<file path="src/rtl/pc_sequencer_if.sv">
// Next-PC sequencer bus: decode/select inputs toward the sequencer, PC state back out.
interface pc_sequencer_if #(
    parameter int unsigned COUNT_W = 32
);
    logic               stall;
    logic               halt_req;
    logic               branch_taken;
    logic               jump;
    logic               jump_reg;
    logic [31:0]        branch_offset;
    logic [31:0]        jump_target;
    logic [31:0]        jr_target;
    logic [31:0]        pc;
    logic [31:0]        pc_plus4;
    logic               halted;
    logic [COUNT_W-1:0] retired_count;
    logic               trap;

    modport master (
        output stall, halt_req, branch_taken, jump, jump_reg,
        output branch_offset, jump_target, jr_target,
        input  pc, pc_plus4, halted, retired_count, trap
    );

    modport slave (
        input  stall, halt_req, branch_taken, jump, jump_reg,
        input  branch_offset, jump_target, jr_target,
        output pc, pc_plus4, halted, retired_count, trap
    );
endinterface

</file>
<file path="src/rtl/pc_sequencer.sv">
// Program-counter register and next-PC select for the single-cycle MIPS core.
// Optional macro PC_ALIGN_TRAP_EN: misaligned jump-register targets vector to TRAP_VECTOR.
module pc_sequencer #(
    parameter logic [31:0] RESET_PC    = 32'h0000_0000,
    parameter int unsigned COUNT_W     = 32,
    parameter logic [31:0] TRAP_VECTOR = 32'h0000_0080
) (
    input  logic           clk,
    input  logic           reset,
    pc_sequencer_if.slave  bus
);

    typedef enum logic {
        ST_RUN    = 1'b0,
        ST_HALTED = 1'b1
    } state_e;

    state_e             state_q, state_d;
    logic [31:0]        pc_q, pc_d;
    logic [COUNT_W-1:0] count_q, count_d;
    logic               trap_q, trap_d;

    logic [31:0]        pc_plus4_c;
    logic [31:0]        branch_pc;
    logic [31:0]        jump_pc;
    logic               jr_misaligned;

    // Candidate targets; carries out of bit 31 are discarded.
    assign pc_plus4_c = pc_q + 32'd4;
    assign branch_pc  = pc_plus4_c + {bus.branch_offset[29:0], 2'b00};
    assign jump_pc    = {pc_plus4_c[31:28], bus.jump_target[25:0], 2'b00};

`ifdef PC_ALIGN_TRAP_EN
    assign jr_misaligned = |bus.jr_target[1:0];
`else
    assign jr_misaligned = 1'b0;
    logic [31:0] unused_trap_vector;
    assign unused_trap_vector = TRAP_VECTOR;
`endif

    logic unused_bits;
    assign unused_bits = ^{bus.branch_offset[31:30], bus.jump_target[31:26]};

    always_ff @(posedge clk or posedge reset) begin
        if (reset) begin
            state_q <= ST_RUN;
            pc_q    <= RESET_PC;
            count_q <= '0;
            trap_q  <= 1'b0;
        end else begin
            state_q <= state_d;
            pc_q    <= pc_d;
            count_q <= count_d;
            trap_q  <= trap_d;
        end
    end

    // Next-state and next-PC selection; stall and halt outrank every PC source.
    always_comb begin
        state_d = state_q;
        pc_d    = pc_q;
        count_d = count_q;
        trap_d  = trap_q;

        case (state_q)
            ST_RUN: begin
                trap_d = 1'b0;
                if (bus.stall) begin
                    pc_d = pc_q;
                end else if (bus.halt_req) begin
                    state_d = ST_HALTED;
                end else begin
                    count_d = count_q + COUNT_W'(1);
                    if (bus.jump_reg) begin
`ifdef PC_ALIGN_TRAP_EN
                        if (jr_misaligned) begin
                            pc_d   = TRAP_VECTOR;
                            trap_d = 1'b1;
                        end else begin
                            pc_d = bus.jr_target;
                        end
`else
                        pc_d = jr_misaligned ? bus.jr_target : bus.jr_target;
`endif
                    end else if (bus.jump) begin
                        pc_d = jump_pc;
                    end else if (bus.branch_taken) begin
                        pc_d = branch_pc;
                    end else begin
                        pc_d = pc_plus4_c;
                    end
                end
            end
            ST_HALTED: begin
                state_d = ST_HALTED;
            end
            default: begin
                state_d = ST_RUN;
            end
        endcase
    end

    assign bus.pc            = pc_q;
    assign bus.pc_plus4      = pc_plus4_c;
    assign bus.halted        = (state_q == ST_HALTED);
    assign bus.retired_count = count_q;
`ifdef PC_ALIGN_TRAP_EN
    assign bus.trap          = trap_q;
`else
    assign bus.trap          = 1'b0;
    logic unused_trap_q;
    assign unused_trap_q = trap_q;
`endif

endmodule

</file>
<file path="src/flat_wrapper.sv">
// flat-port wrapper written by rule: the top's interface ports become plain ports
module pc_sequencer_flat 
#(
    parameter logic [31:0] RESET_PC    = 32'h0000_0000,
    parameter int unsigned COUNT_W     = 32,
    parameter logic [31:0] TRAP_VECTOR = 32'h0000_0080
)
  (clk, reset, bus_stall, bus_halt_req, bus_branch_taken, bus_jump, bus_jump_reg, bus_branch_offset, bus_jump_target, bus_jr_target, bus_pc, bus_pc_plus4, bus_halted, bus_retired_count, bus_trap);
  pc_sequencer_if #(.COUNT_W(COUNT_W)) bus_i ();
  input  logic clk;
  input  logic reset;
  input wire logic [$bits(bus_i.stall)-1:0] bus_stall;
  input wire logic [$bits(bus_i.halt_req)-1:0] bus_halt_req;
  input wire logic [$bits(bus_i.branch_taken)-1:0] bus_branch_taken;
  input wire logic [$bits(bus_i.jump)-1:0] bus_jump;
  input wire logic [$bits(bus_i.jump_reg)-1:0] bus_jump_reg;
  input wire logic [$bits(bus_i.branch_offset)-1:0] bus_branch_offset;
  input wire logic [$bits(bus_i.jump_target)-1:0] bus_jump_target;
  input wire logic [$bits(bus_i.jr_target)-1:0] bus_jr_target;
  output wire logic [$bits(bus_i.pc)-1:0] bus_pc;
  output wire logic [$bits(bus_i.pc_plus4)-1:0] bus_pc_plus4;
  output wire logic [$bits(bus_i.halted)-1:0] bus_halted;
  output wire logic [$bits(bus_i.retired_count)-1:0] bus_retired_count;
  output wire logic [$bits(bus_i.trap)-1:0] bus_trap;
  assign bus_i.stall = bus_stall;
  assign bus_i.halt_req = bus_halt_req;
  assign bus_i.branch_taken = bus_branch_taken;
  assign bus_i.jump = bus_jump;
  assign bus_i.jump_reg = bus_jump_reg;
  assign bus_i.branch_offset = bus_branch_offset;
  assign bus_i.jump_target = bus_jump_target;
  assign bus_i.jr_target = bus_jr_target;
  assign bus_pc = bus_i.pc;
  assign bus_pc_plus4 = bus_i.pc_plus4;
  assign bus_halted = bus_i.halted;
  assign bus_retired_count = bus_i.retired_count;
  assign bus_trap = bus_i.trap;
  pc_sequencer #(.RESET_PC(RESET_PC), .COUNT_W(COUNT_W), .TRAP_VECTOR(TRAP_VECTOR)) u_core (.clk(clk), .reset(reset), .bus(bus_i));
endmodule
</file>
<file path="config.mk">
export PLATFORM = sky130hd
export DESIGN_NAME = pc_sequencer_flat
export DESIGN_NICKNAME = d
export VERILOG_FILES = /design/src/rtl/pc_sequencer_if.sv /design/src/rtl/pc_sequencer.sv /design/src/flat_wrapper.sv
export SDC_FILE = /design/constraint.sdc
export NUM_CORES = 1
export LEC_CHECK = 0
export CORE_MARGIN = 1
export CORE_UTILIZATION = 38
export DETAILED_ROUTE_END_ITERATION = 8
export PLACE_DENSITY = 0.7
export SLEW_MARGIN = 5
export SYNTH_ARGS = -nofsm -noshare
export SYNTH_HDL_FRONTEND = slang
export SYNTH_SLANG_ARGS = --single-unit
</file>
<file path="constraint.sdc">
create_clock -name clk -period 4.9 [get_ports clk]
set_clock_uncertainty 0.2 [all_clocks]
set_input_delay 0.98 -clock clk [delete_from_list [all_inputs] [get_ports clk]]
set_output_delay 0.98 -clock clk [all_outputs]
set_load 0.02 [all_outputs]
</file>
======== Yosys cells after proc, flatten, opt, wreduce, memory -nomap -nowiden ========
Index checks and enable logic that the tools add are counted.
operators by class
  add/sub/neg operators ................... 3
  $mul .................................... 0
  div/mod/pow operators ................... 0
  $lt $le $gt $ge ......................... 0
  equal/unequal tests ..................... 0
  shifts and indexed selects .............. 0
  muxes and demuxes ....................... 6
  bitwise gates (word level) .............. 3
  reductions and logical operators ........ 1
operators with widths
  kind                   number
  $mux 32                3
  $add 32x1->32 const B  1
  $add 32x3->32 const B  1
  $add 32x32->32         1
  $not 1->1              3
  $reduce_and 3->1       1
  $mux 1                 2
  $pmux 1 s2             1
storage, ports and cells
  register bits ........................... 65
  bits in latches ......................... 0
  memory bits (writable) .................. 0
  memory bits (read-only) ................. 0
  bits of input ports ..................... 103
  output and inout bits ................... 98
  logic and storage cells ................. 16
  memories kept ........................... 0

======== Longest topological paths before layout ========
Gate-level depths: netlist of run 1.
  depth after elaboration ................. 5
  gate-level depth with buffers ........... 18
  gate-level depth less buffers ........... 17

======== Least setup slack after synthesis of run 1 ========
Ideal clock, no wire load.
  kind .................................... reg2reg
  start point ............................. register u_core.pc_q[4], in the netlist u_core.bus.pc[4]
  end point ............................... register u_core.pc_q[24], in the netlist u_core.bus.pc[24]
  library setup time ...................... 0.126 ns
  arrival ................................. 3.850 ns
  required time ........................... 4.574 ns
  setup slack ............................. 0.724 ns
  stages on the path, launching flop included .. 16
  path buffers ............................ 1
  clock period less this slack ............ 4.176 ns
  cell sequence ........................... dfrtp_1 > and4_1 > and4_1 > clkbuf_1 > xor2_1 > ha_1 > a21o_1 > a21o_1 > a2111oi_4 > o21ai_2 > o311a_4 > o21ai_2 > xor2_1 > a211oi_1 > a211oi_1 > o21ai_1
on the way
  word-level cells in the longest chain between the ends .. 5
ends and longest elaborated chain
  item                    RTL line            source
  start, declared         pc_sequencer.sv:19  logic [31:0] pc_q, pc_d;
  start signal, assigned  pc_sequencer.sv:52  pc_q <= pc_d;
  $add 32x3->32           pc_sequencer.sv:29  assign pc_plus4_c = pc_q + 32'd4;
  via bus_pc_plus4[9]     flat_wrapper.sv:21  output wire logic [$bits(bus_i.pc_plus4)-1:0] bus_pc_plus4;
  $add 32x32->32          pc_sequencer.sv:30  assign branch_pc = pc_plus4_c + {bus.branch_offset[29:0], 2'b00};
  $mux 32                 pc_sequencer.sv:87  end else if (bus.branch_taken) begin
  $mux 32                 pc_sequencer.sv:85  end else if (bus.jump) begin
  $mux 32                 pc_sequencer.sv:74  if (bus.jump_reg) begin
The timed path passes the listed nets, and every way through them passes these cells.
A chain may end at the register's enable or synchronous reset.

======== Final worst setup path of run 1 ========
  start point ............................. register u_core.pc_q[4], in the netlist u_core.bus.pc[4]
  end point ............................... output bus_pc_plus4[25]
on the way
  word-level cells in the longest chain between the ends .. 1
ends and longest elaborated chain
  item           RTL line
  $add 32x3->32  pc_sequencer.sv:29
  end, declared  flat_wrapper.sv:21
Every way passes these cells.

==> out/metrics.cfg, run 1 <==
[timing]
post-route-period-util_pct=92.5
fmax_mhz=221
setup_viol=0
rsz0062_at_grt=no
finalSetupTns_ns=0
period_minus_slack_ns=4.53
final_hold_viol_count=0
slew_headroom_pct=39.8
slew_violations=0
worst_pin_slew_ns=0.902

[setup_path]
end_kind=output port
reg2reg_depth=17
start_kind=flop
critPathKind=reg -> out
worstPathRequired_ns=3.72
arrival_ns=3.35
critPathMaxFanout=7

[yosys]
ys_ff_latch=65
async_reset_ff_share_pct=100
syn_inst=668
synth_edf_count=0
synth_cell_types=57
synth_area_sq_mm=0.00545
syn_nets=809
yosys_warnings=0
synth_area_per_cell_sq_um=8.16
synth_seq_area_share_pct=29.8
synth_ff_type=dfrtp_1

[cells_and_area]
multi_input_area_sq_mm=0.00362
stdcell_count=1031
fin_util_pct=56.1
syn2layout_area_growth_pct=43.5
fill_cells=1280
most-common-layout-cells=clkdlybuf4s50_1 (191), nand2_1 (79), dfrtp_1 (65)
regArea_sq_mm=0.00163
design_area_sq_mm=0.00782
nets=987
n_antenna_cell=0
final_common_cell=clkdlybuf4s50_1
final_layout_size_suffix_gt1_share_pct=4.00

[clocking]
ctsHoldBuffers=0
cts_tree=done
htreeDepth=3
clk_pin_slew_ns=0.06
cts_setup_buffers=0
cts.sinks=65
cts_resized=0
cts_buffers=9
insertion_delay_ns=0.35
cts_buffer_depth=2
cts_root_buffer=clkbuf_16

[drt]
via_per_inst=5.56
first_pass_iters=5
via_count=5729
drt_wl_total_mm=18.6
wl_per_cell_um=18.1
detail-route-antenna-nets=0
post-route-drc-count=0
drtIter0Drc=380

[die]
dieArea_sq_mm=0.0148
core_sq_mm=0.0139
rows=43
start_util_pct=39.1
die_w_um=122
die_h_um=122
ios=201

[pwr]
p_per_area_mw_per_mm2=349
peakVddDrop_uv=170
leakagePower_nw=3.31

[placement]
io_buffers=191
dp_hpwl_mm=14.1
dpl.cell_count=1015
gp_congestion=0.891
dpl-instance-area_sq_mm=0.00752

[grt]
grt_pass1_wl_mm=28.9
grt_start_max_net_pins=43
track_usage_pct=25.3
grt_pass1_vias=5578
grt-ovfl-total=0
antenna_found_initial=0

[min_path]
hold_path.class=reg -> reg
whs_path_depth=1

[status]
status=completed

[run]
cap_violations=0

## final cells by class
class                   count  area share (%)
repair buffers            200            25.3
inverters                  16           0.768
clock inverters             7            1.01
well taps                 180            2.88
flip-flops and latches     65            20.8
multi-input cells         554            46.4
clock buffers               9            2.88
## worst paths after layout
check	from	to	slack, ns
max in group asynchronous	reset	u_core.bus.retired_count[11]	2.62
max	u_core.bus.pc[4]	bus_pc_plus4[25]	0.37
max reg2reg	u_core.bus.pc[3]	u_core.bus.pc[31]	0.59
min	u_core.bus.retired_count[31]	u_core.bus.retired_count[31]	0.27
min in group asynchronous	reset	u_core.bus.retired_count[1]	0.95
min reg2reg	u_core.bus.retired_count[31]	u_core.bus.retired_count[31]	0.27
## critical path, cell delays in order, from the launching register on
cell and delay, ns:
dfrtp_1 0.46, and4_1 0.28, and4_1 0.38, nand3_1 0.16, nor2_1 0.47, nand3_1 0.16, xnor2_1 0.40, clkdlybuf4s50_1 0.69
## kinds of logic after synthesis
kind of cell | after synthesis | synth area share [%]
AND/OR/NAND/NOR | 241 | 20.8
AO/OA/AOI/OAI | 183 | 21.9
XOR/XNOR | 82 | 13.2
flip-flops | 65 | 29.8
buffers and inverters | 49 | 3.74
adder cells (fa/ha/maj) | 38 | 8.86
multiplexers | 9 | 1.65
other | 1 | 0.0688
## stage by stage
step | setup WS [ns] | power (mW) | hold WS [ns]
floorplan | 0.724 | 1.54 | 0.378
global route | 0.191 | 2.89 | 0.275
global placement | 0.488 | 2.03 | 0.256
finish | 0.368 | 2.73 | 0.268
CTS | 0.369 | 2.73 | 0.269
detailed placement | 0.485 | 2.05 | 0.258
## synth_stat cells (all sizes together), types with 2 or more instances
| cell type | n | area share, % |
|---|---|---|
| nor3 | 8 | 0.73 |
| nor2b | 3 | 0.34 |
| a221oi | 2 | 0.32 |
| and4 | 7 | 1.1 |
| nor2 | 60 | 4.1 |
| xnor2 | 58 | 9.3 |
| xor2 | 24 | 3.9 |
| mux2i | 9 | 1.7 |
| o21ai | 47 | 4.5 |
| or3 | 4 | 0.46 |
| a32o | 2 | 0.37 |
| o22ai | 8 | 0.92 |
| a21oi | 49 | 4.5 |
| nand4 | 13 | 1.5 |
| a211oi | 15 | 2.1 |
| nand2 | 79 | 5.4 |
| clkbuf | 26 | 1.8 |
| nand2b | 7 | 0.80 |
| inv | 15 | 1.0 |
| o221ai | 2 | 0.32 |
| a31oi | 11 | 1.3 |
| o21bai | 7 | 0.96 |
| and3 | 21 | 2.4 |
| nor3b | 2 | 0.28 |
| o211ai | 7 | 0.96 |
| and2 | 3 | 0.34 |
| dfrtp | 65 | 30 |
| a21o | 9 | 1.3 |
| ha | 37 | 8.5 |
| buf | 7 | 0.85 |
| a211o | 2 | 0.32 |
| a221o | 3 | 0.55 |
| nand3 | 33 | 3.0 |
| o31ai | 4 | 0.64 |
| o21a | 3 | 0.41 |
## metal layers
layer,GRT usage (%),up-vias,wire (um)
met5,0,-,0
li1,-,2764,-
met1,32.9,2698,8270
met3,3.28,26,1070
met4,10.6,0,453
met2,41.9,241,8820
## state kept, by name, indices dropped and copies added (netlist names)
| register | cells |
|---|---|
| u_core.bus.pc | 32 |
| u_core.bus.retired_count | 32 |
| u_core.bus.halted | 1 |
## power breakdown
part           internal [mW]  switching [mW]
combinational          0.633           0.729
clock                  0.399           0.273
sequential             0.599          0.0939
total                   1.63            1.10
Power figures use the tool's default switching activity.
==> run 2, diff against run 1 <==
PLACE_DENSITY = default   (was 0.7)
PLACE_DENSITY_LB_ADDON = 0.3   (was default)
==> out/metrics.cfg, run 2 (same netlist as run 1, synthesis figures left out) <==
[clocking]
clk_pin_slew_ns=0.06
ctsHoldBuffers=0
insertion_delay_ns=0.34
cts_tree=done
cts.sinks=65
htreeDepth=3
cts_setup_buffers=0
cts_buffer_depth=2
cts_buffers=9
cts_resized=0
cts_root_buffer=clkbuf_16

[setup_path]
critPathKind=reg -> out
worstPathRequired_ns=3.72
critPathMaxFanout=7
arrival_ns=3.28
start_kind=flop
end_kind=output port

[grt]
grt_start_max_net_pins=43
grt-ovfl-total=0
top_usage_layer=met2
track_usage_pct=24.2
grt_pass1_vias=5218
use_met1_pct=31.9
grt_pass1_wl_mm=27.5
use_met3_pct=3.93
grt_use_met2_pct=40.4
antenna_found_initial=0

[placement]
io_buffers=191
gp_congestion=0.888
dpl.cell_count=1015
dp_hpwl_mm=13.2

[cells_and_area]
nets=987
final_layout_size_suffix_gt1_share_pct=4.00
syn2layout_area_growth_pct=43.9
most-common-layout-cells=clkdlybuf4s50_1 (191), nand2_1 (79), dfrtp_1 (65)
fill_cells=1273
stdcell_count=1031
n_antenna_cell=0
final_common_cell=clkdlybuf4s50_1

[die]
core_sq_mm=0.0139
rows=43
start_util_pct=39.1
ios=201
dieArea_sq_mm=0.0148
die_h_um=122
die_w_um=122

[timing]
final_hold_viol_count=0
slew_headroom_pct=37.2
finalSetupTns_ns=0
rsz0062_at_grt=no
slew_violations=0
hold_slack_ns=0.269
period_minus_slack_ns=4.46
setup_viol=0
post-route-period-util_pct=91.1
worst_pin_slew_ns=0.938
fmax_mhz=224

[drt]
via_count=5640
first_pass_iters=5
post-route-drc-count=0
via_per_inst=5.47
drt_wl_total_mm=17.6
detail-route-antenna-nets=0
wl_per_cell_um=17.1
drtIter0Drc=385

[status]
status=completed

[run]
cap_violations=0

[pwr]
peakVddDrop_uv=176
p_per_area_mw_per_mm2=352
leakagePower_nw=3.33

[min_path]
hold_path.class=reg -> reg

run 2: metrics by stage:
step / utilization (%) / total power [mW] / setup slack [ns] / area, sq um
after floorplan: - / 1.54 / 0.724 / 5450
after global placement: 53.9 / 2.04 / 0.487 / 7520
after detailed placement: 53.9 / 2.04 / 0.469 / 7520
after CTS: 56.3 / 2.77 / 0.475 / 7840
after global routing: 56.3 / 2.93 / 0.291 / 7840
final: 56.3 / 2.76 / 0.438 / 7840
run 2: path summary, 6_finish.rpt:
check,from,to,slack (ns),cells after the start
worst max-delay path,u_core.bus.pc[4],bus_pc_plus4[27],0.44,7
min in group asynchronous,reset,u_core.bus.pc[0],0.93,2
worst max register to register,u_core.bus.pc[3],u_core.bus.pc[25],0.52,15
worst min register to register,u_core.bus.retired_count[31],u_core.bus.retired_count[31],0.27,1
worst min-delay path,u_core.bus.retired_count[31],u_core.bus.retired_count[31],0.27,1
max in group asynchronous,reset,u_core.bus.pc[8],2.63,3
run 2: final cells by class:
| class | count | area [sq um] | area share, % |
|---|---|---|---|
| multi-input combinational | 554 | 3620 | 46.2 |
| clock buffer | 9 | 225 | 2.87 |
| clock inverter | 7 | 103 | 1.31 |
| inverter | 16 | 60.1 | 0.766 |
| sequential | 65 | 1630 | 20.7 |
| tap | 180 | 225 | 2.87 |
| timing repair buffer | 200 | 1980 | 25.2 |
run 2: critical path, cell delays in order, from the launching register on:
cell	delay, ns
dfrtp_1	0.46
and4_1	0.27
and4_1	0.40
nand3_1	0.18
nor2_1	0.38
and3_1	0.24
xor2_1	0.32
clkdlybuf4s50_1	0.69
run 2: power by group:
group | switching (mW) | internal [mW]
Sequential | 0.0907 | 0.599
Combinational | 0.722 | 0.636
Clock | 0.264 | 0.451
Total | 1.08 | 1.69
run 2: layer usage:
layer / share of wire, % / vias to the layer above
li1: - / 2758
met1: 45 / 2673
met2: 47 / 190
met3: 5.9 / 19
met4: 1.5 / 0
met5: 0 / -
==> run 3, diff against run 2 <==
HOLD_SLACK_MARGIN = 0.06   (was default)
==> results of run 3 <==
No change in the layout: final DEF, timing and power equal those of run 2.
